==> src/rtl/melody_player.sv <==
// Note sequencer: fetches {Duration_ms, HalfPeriod_us} words from a synchronous note memory,
// hands each note to the sound generator, waits for its completion and advances until the end marker.
module melody_player #(
  parameter int ADDR_WIDTH      = 8,
  parameter int NOTE_GAP_CYCLES = 0
) (
  input  logic                  Clock,
  input  logic                  Reset,
  input  logic                  Start_i,
  input  logic                  Stop_i,
  input  logic                  Loop_i,
  input  logic [ADDR_WIDTH-1:0] StartAddr_i,
  output logic [ADDR_WIDTH-1:0] Address_o,
  input  logic [31:0]           Data_i,
  output logic                  SoundStart_o,
  output logic                  SoundFinish_o,
  output logic [15:0]           Duration_ms_o,
  output logic [15:0]           HalfPeriod_us_o,
  input  logic                  SoundDone_i,
  output logic                  Busy_o,
  output logic                  Done_o
);

  localparam int GW = $clog2(NOTE_GAP_CYCLES + 2);
  localparam logic [GW-1:0] GAP_LOAD = GW'((NOTE_GAP_CYCLES > 0) ? (NOTE_GAP_CYCLES - 1) : 0);

  typedef enum logic [2:0] {
    IDLE = 3'd0,
    READ = 3'd1,
    EVAL = 3'd2,
    WAIT = 3'd3,
    GAP  = 3'd4
  } state_t;

  state_t                state_q, state_d;
  logic [ADDR_WIDTH-1:0] addr_q, addr_d;
  logic [ADDR_WIDTH-1:0] start_addr_q, start_addr_d;
  logic [15:0]           dur_q, dur_d;
  logic [15:0]           hp_q, hp_d;
  logic [GW-1:0]         gap_cnt_q, gap_cnt_d;
  logic                  busy_q, busy_d;
  logic                  snd_start_q, snd_start_d;
  logic                  snd_finish_q, snd_finish_d;
  logic                  done_q, done_d;

  // Next-state and next-output computation; Stop_i overrides everything else outside IDLE.
  always_comb begin
    state_d      = state_q;
    addr_d       = addr_q;
    start_addr_d = start_addr_q;
    dur_d        = dur_q;
    hp_d         = hp_q;
    gap_cnt_d    = gap_cnt_q;
    busy_d       = busy_q;
    snd_start_d  = 1'b0;
    snd_finish_d = 1'b0;
    done_d       = 1'b0;

    case (state_q)
      IDLE: begin
        if (Start_i && !Stop_i) begin
          state_d      = READ;
          addr_d       = StartAddr_i;
          start_addr_d = StartAddr_i;
          busy_d       = 1'b1;
        end else begin
          busy_d = 1'b0;
        end
      end
      READ: begin
        state_d = EVAL;
      end
      EVAL: begin
        if (Data_i[31:16] == 16'd0) begin
          if (Loop_i) begin
            addr_d  = start_addr_q;
            state_d = READ;
          end else begin
            done_d  = 1'b1;
            busy_d  = 1'b0;
            state_d = IDLE;
          end
        end else begin
          dur_d       = Data_i[31:16];
          hp_d        = Data_i[15:0];
          snd_start_d = 1'b1;
          state_d     = WAIT;
        end
      end
      WAIT: begin
        if (SoundDone_i) begin
          addr_d = addr_q + ADDR_WIDTH'(1);
          if (NOTE_GAP_CYCLES > 0) begin
            gap_cnt_d = GAP_LOAD;
            state_d   = GAP;
          end else begin
            state_d = READ;
          end
        end else begin
          state_d = WAIT;
        end
      end
      GAP: begin
        if (gap_cnt_q == GW'(0)) begin
          state_d = READ;
        end else begin
          gap_cnt_d = gap_cnt_q - GW'(1);
        end
      end
      default: begin
        state_d = IDLE;
        busy_d  = 1'b0;
      end
    endcase

    // A stop only cuts off a note the generator is actually playing.
    if (Stop_i && (state_q != IDLE)) begin
      state_d      = IDLE;
      addr_d       = addr_q;
      dur_d        = dur_q;
      hp_d         = hp_q;
      busy_d       = 1'b0;
      snd_start_d  = 1'b0;
      done_d       = 1'b0;
      snd_finish_d = (state_q == WAIT);
    end else begin
      snd_finish_d = 1'b0;
    end
  end

  // State and output registers with synchronous reset.
  always_ff @(posedge Clock) begin
    if (Reset) begin
      state_q      <= IDLE;
      addr_q       <= '0;
      start_addr_q <= '0;
      dur_q        <= 16'd0;
      hp_q         <= 16'd0;
      gap_cnt_q    <= '0;
      busy_q       <= 1'b0;
      snd_start_q  <= 1'b0;
      snd_finish_q <= 1'b0;
      done_q       <= 1'b0;
    end else begin
      state_q      <= state_d;
      addr_q       <= addr_d;
      start_addr_q <= start_addr_d;
      dur_q        <= dur_d;
      hp_q         <= hp_d;
      gap_cnt_q    <= gap_cnt_d;
      busy_q       <= busy_d;
      snd_start_q  <= snd_start_d;
      snd_finish_q <= snd_finish_d;
      done_q       <= done_d;
    end
  end

  assign Address_o       = addr_q;
  assign Duration_ms_o   = dur_q;
  assign HalfPeriod_us_o = hp_q;
  assign Busy_o          = busy_q;
  assign SoundStart_o    = snd_start_q;
  assign SoundFinish_o   = snd_finish_q;
  assign Done_o          = done_q;

endmodule

==> config.mk <==
export PLATFORM = sky130hd
export DESIGN_NAME = melody_player
export DESIGN_NICKNAME = d
export VERILOG_FILES = /design/src/rtl/melody_player.sv
export SDC_FILE = /design/constraint.sdc
export NUM_CORES = 1
export LEC_CHECK = 0
export BUFFER_PORTS_ARGS = -buffer_cell sky130_fd_sc_hd__buf_2
export CORE_MARGIN = 2
export CORE_UTILIZATION = 49
export CTS_CLUSTER_SIZE = 24
export DETAILED_ROUTE_END_ITERATION = 16
export GPL_TIMING_DRIVEN = 0
export HOLD_SLACK_MARGIN = 0.08
export PLACE_DENSITY = 0.79
export SLEW_MARGIN = 10
export SYNTH_ARGS = -nofsm -noshare
export SYNTH_HDL_FRONTEND = slang
export SYNTH_SLANG_ARGS = --single-unit
==> constraint.sdc <==
create_clock -name Clock -period 2.4 [get_ports Clock]
set_input_delay 0.36 -clock Clock [delete_from_list [all_inputs] [get_ports Clock]]
set_output_delay 0.36 -clock Clock [all_outputs]
set_load 0.01 [all_outputs]
==> results.cfg <==
[outcome]
status = finished, final reports clean

[synth]
ys_ff_latch = 54
yosysSeqAreaShare_pct = 43.7
synth_area_mm2 = 0.00247
ys_top_cells_by_area = dfxtp_1, o21ai_0, a21oi_1, nand3_1, a311oi_1
synth_cell_types = 38
synth_edf_count = 0
async_reset_ff_share_pct = 0
synth_area_leader_cell = dfxtp_1
synth_warnings = 0
yosys_most_used_dff = dfxtp_1
synth_top_area_share_pct = 43.7
postSynthCellCount = 287
synthesis.nets = 338
postSynthAreaPerCell_um2 = 8.61
yosysMostFrequentCell = dfxtp_1
netlist_top_cells_count = dfxtp_1, o21ai_0, a21oi_1, nand3_1, clkbuf_1

[routing]
ant_nets = 0
initialDrtViolationCount = 206
wire_per_inst_um = 14.3
routed.top_layer = met4
wl_met1_mm = 2.97
dr.pass1.iters = 4
vias = 2484
drc_errors = 0
wl_met3_um = 412
viasPerCell = 5.52
dr_wl_met2_mm = 2.99
wl_mm = 6.45

[sta]
fin_tns_setup_ps = 0
maxClockFrequency_mhz = 520
setup_ws_ps = 479
tightest_slew_ps = 652
slew_headroom_pct = 56.5
rsz0062_at_grt = false
clock_skew_ps = 4.61
setup_violations = 0
slew_viol_final = 0
layout_min_cycle_time_ps = 1920
post-route-period-util_pct = 80.1
hold_violations = 0

[floorplanning]
start_util_pct = 51.7
ios = 90
core_area_mm2 = 0.00479
dieArea_mm2 = 0.00563
std_cell_rows = 25
die_h_um = 75.0
dieWidth_um = 75.0

[worst_hold_path]
hp-class = primary input to register
hold-path-endpoint = Done_o$_SDFF_PP0_
hold_depth = 2
min-delay-start = Loop_i

[worst_setup_path]
critPathLaunchType = register
r2r_cells = 8
arrival_ps = 2160
reg2reg_from = state_q[1]$_SDFFE_PP0N_
cp_slowest_cell = dfxtp_1
cp_max_fo = 10
critical_path_required_ps = 2640
end_kind = register
worst-path-buf-inv = 3
path_class = register to register
cp_top_family = buffers and inverters
path_cells = inv_1 > ha_1 > nand2b_1 > and2_1 > clkbuf_1 > buf_2 > nand3_1 > a21oi_1
rr_endpoint = Duration_ms_o[0]$_SDFFE_PP0P_
rrSetupSlack_ps = 480
cp_slowest_stage_delay_ps = 370

[power_and_ir_drop]
swShare_pct = 39.1
finalPower_mw = 3.30
p_int_mw = 2.01
leakage_nw = 1.34
p_comb_share_pct = 42.3
p_seq_share_pct = 39.0
power.density_cell_area_mw_per_mm2 = 1060
switchingPower_mw = 1.29
peakVddDrop_mv = 0.474
clkPwrFrac_pct = 18.7

[final_layout]
drive_gt1_share_pct = 28.7
n_antenna_cell = 0
fin_nets = 433
final_util_pct = 64.9
synthToLayoutAreaGrowth_pct = 25.7

[placement]
io_buffers = 88
dp_hpwl_mm = 4.76
place_congestion = 0.801
place_ws_ps = 429

[clocking]
clkLatencyLatePin_ps = 310
cts_setup_buffers = 0
clkSlewWorstSetupHoldPaths_ps = 100
numCtsBuffers = 5
postCtsResizedCells = 0
hold_buffers = 0
htree_levels = 2
cts_sinks = 54
clk_path_buf_depth = 2
cts_root_buf = clkbuf_8
cts_tree = built

[global_route]
grt_pass1_wl_mm = 10.3
grt_util_all_layers_pct = 23.7
grt_max_degree = 17
grt_pass1_vias = 2248
grt-ovfl-total = 0
antenna_found_initial = 0

[flow_run]
timing.max_cap.violations = 0
-- placed cells by master, fill, tap and decap left out, types with 4 or more instances in the layout --
master	count
buf_2	93
dfxtp_1	54
o21ai_0	36
nand3_1	34
a21oi_1	34
clkbuf_1	18
nand2_1	12
a311oi_1	11
nor2_1	9
mux2i_1	9
a22oi_1	7
inv_1	5
nor2b_1	5
nor3_1	5
ha_1	5
clkbuf_8	5
nor4_1	4
a31oi_1	4
-- through the flow --
stage,hold slack (ps),instance area [um^2],instances
after CTS,258,3110,450
after global routing,269,3110,450
after global placement,447,3000,442
after floorplan,437,2470,287
after detailed placement,449,3000,442
final,263,3110,450
-- cell families (layout without fill, tap and decap cells) --
kind of cell / count (synthesis) / in the layout / synth area share [%]
flip-flops: 54 / 54 / 43.7
XOR/XNOR: 3 / 3 / 1.06
multiplexers: 12 / 12 / 5.16
adder cells (fa/ha/maj): 5 / 5 / 2.53
AND/OR/NAND/NOR: 82 / 82 / 17.2
buffers and inverters: 30 / 126 / 5.21
AO/OA/AOI/OAI: 101 / 101 / 25.2
-- cell type report --
cell class              count  area [um^2]
flip-flops and latches     54         1080
clock buffers               6         72.6
inverters                   5         18.8
repair buffers             88          440
fillers                   439         1680
plain buffers              25          110
well taps                  67         83.8
multi-input cells         203         1260
clock inverters             2         37.5
-- sequential cells by signal (all words and copies together) (netlist names) --
register,cells
Address_o,8
Busy_o,1
Done_o,1
Duration_ms_o,16
HalfPeriod_us_o,16
SoundFinish_o,1
SoundStart_o,1
start_addr_q,8
state_q,2
-- worst register-to-register path, cell delays in order, from the launching register on --
cell and delay (ps):
dfxtp_1 370, inv_1 100, ha_1 280, nand2b_1 210
and2_1 140, clkbuf_1 210, buf_2 250, nand3_1 130
a21oi_1 160
-- layer usage --
layer | vias to the layer above | track usage, %
li1 | 1242 | -
met1 | 1153 | 32.7
met2 | 82 | 37.5
met3 | 7 | 4.95
met4 | 0 | 7.14
met5 | - | 0
-- power by group through the flow --
stage / sequential, mW / combinational (mW) / clock [mW]
finish: 1.29 / 1.40 / 0.616
global route: 1.32 / 1.55 / 0.649
CTS: 1.28 / 1.40 / 0.619
detailed placement: 1.30 / 1.39 / 0
global placement: 1.30 / 1.37 / 0
floorplan: 1.37 / 0.879 / 0
-- how the worst max path moves through the flow --
stage | from | to | cells past startpoint
after global routing | state_q[1]$_SDFFE_PP0N_ | Duration_ms_o[0]$_SDFFE_PP0P_ | 7
after CTS | state_q[0]$_SDFFE_PP0N_ | Duration_ms_o[0]$_SDFFE_PP0P_ | 7
after global placement | Data_i[23] | Duration_ms_o[13]$_SDFFE_PP0P_ | 6
after floorplan | state_q[0]$_SDFFE_PP0N_ | Address_o[5]$_SDFFE_PP0P_ | 5
after detailed placement | Data_i[23] | Address_o[3]$_SDFFE_PP0P_ | 7
final | state_q[1]$_SDFFE_PP0N_ | Duration_ms_o[0]$_SDFFE_PP0P_ | 8
(Power assumes the default switching activity.)
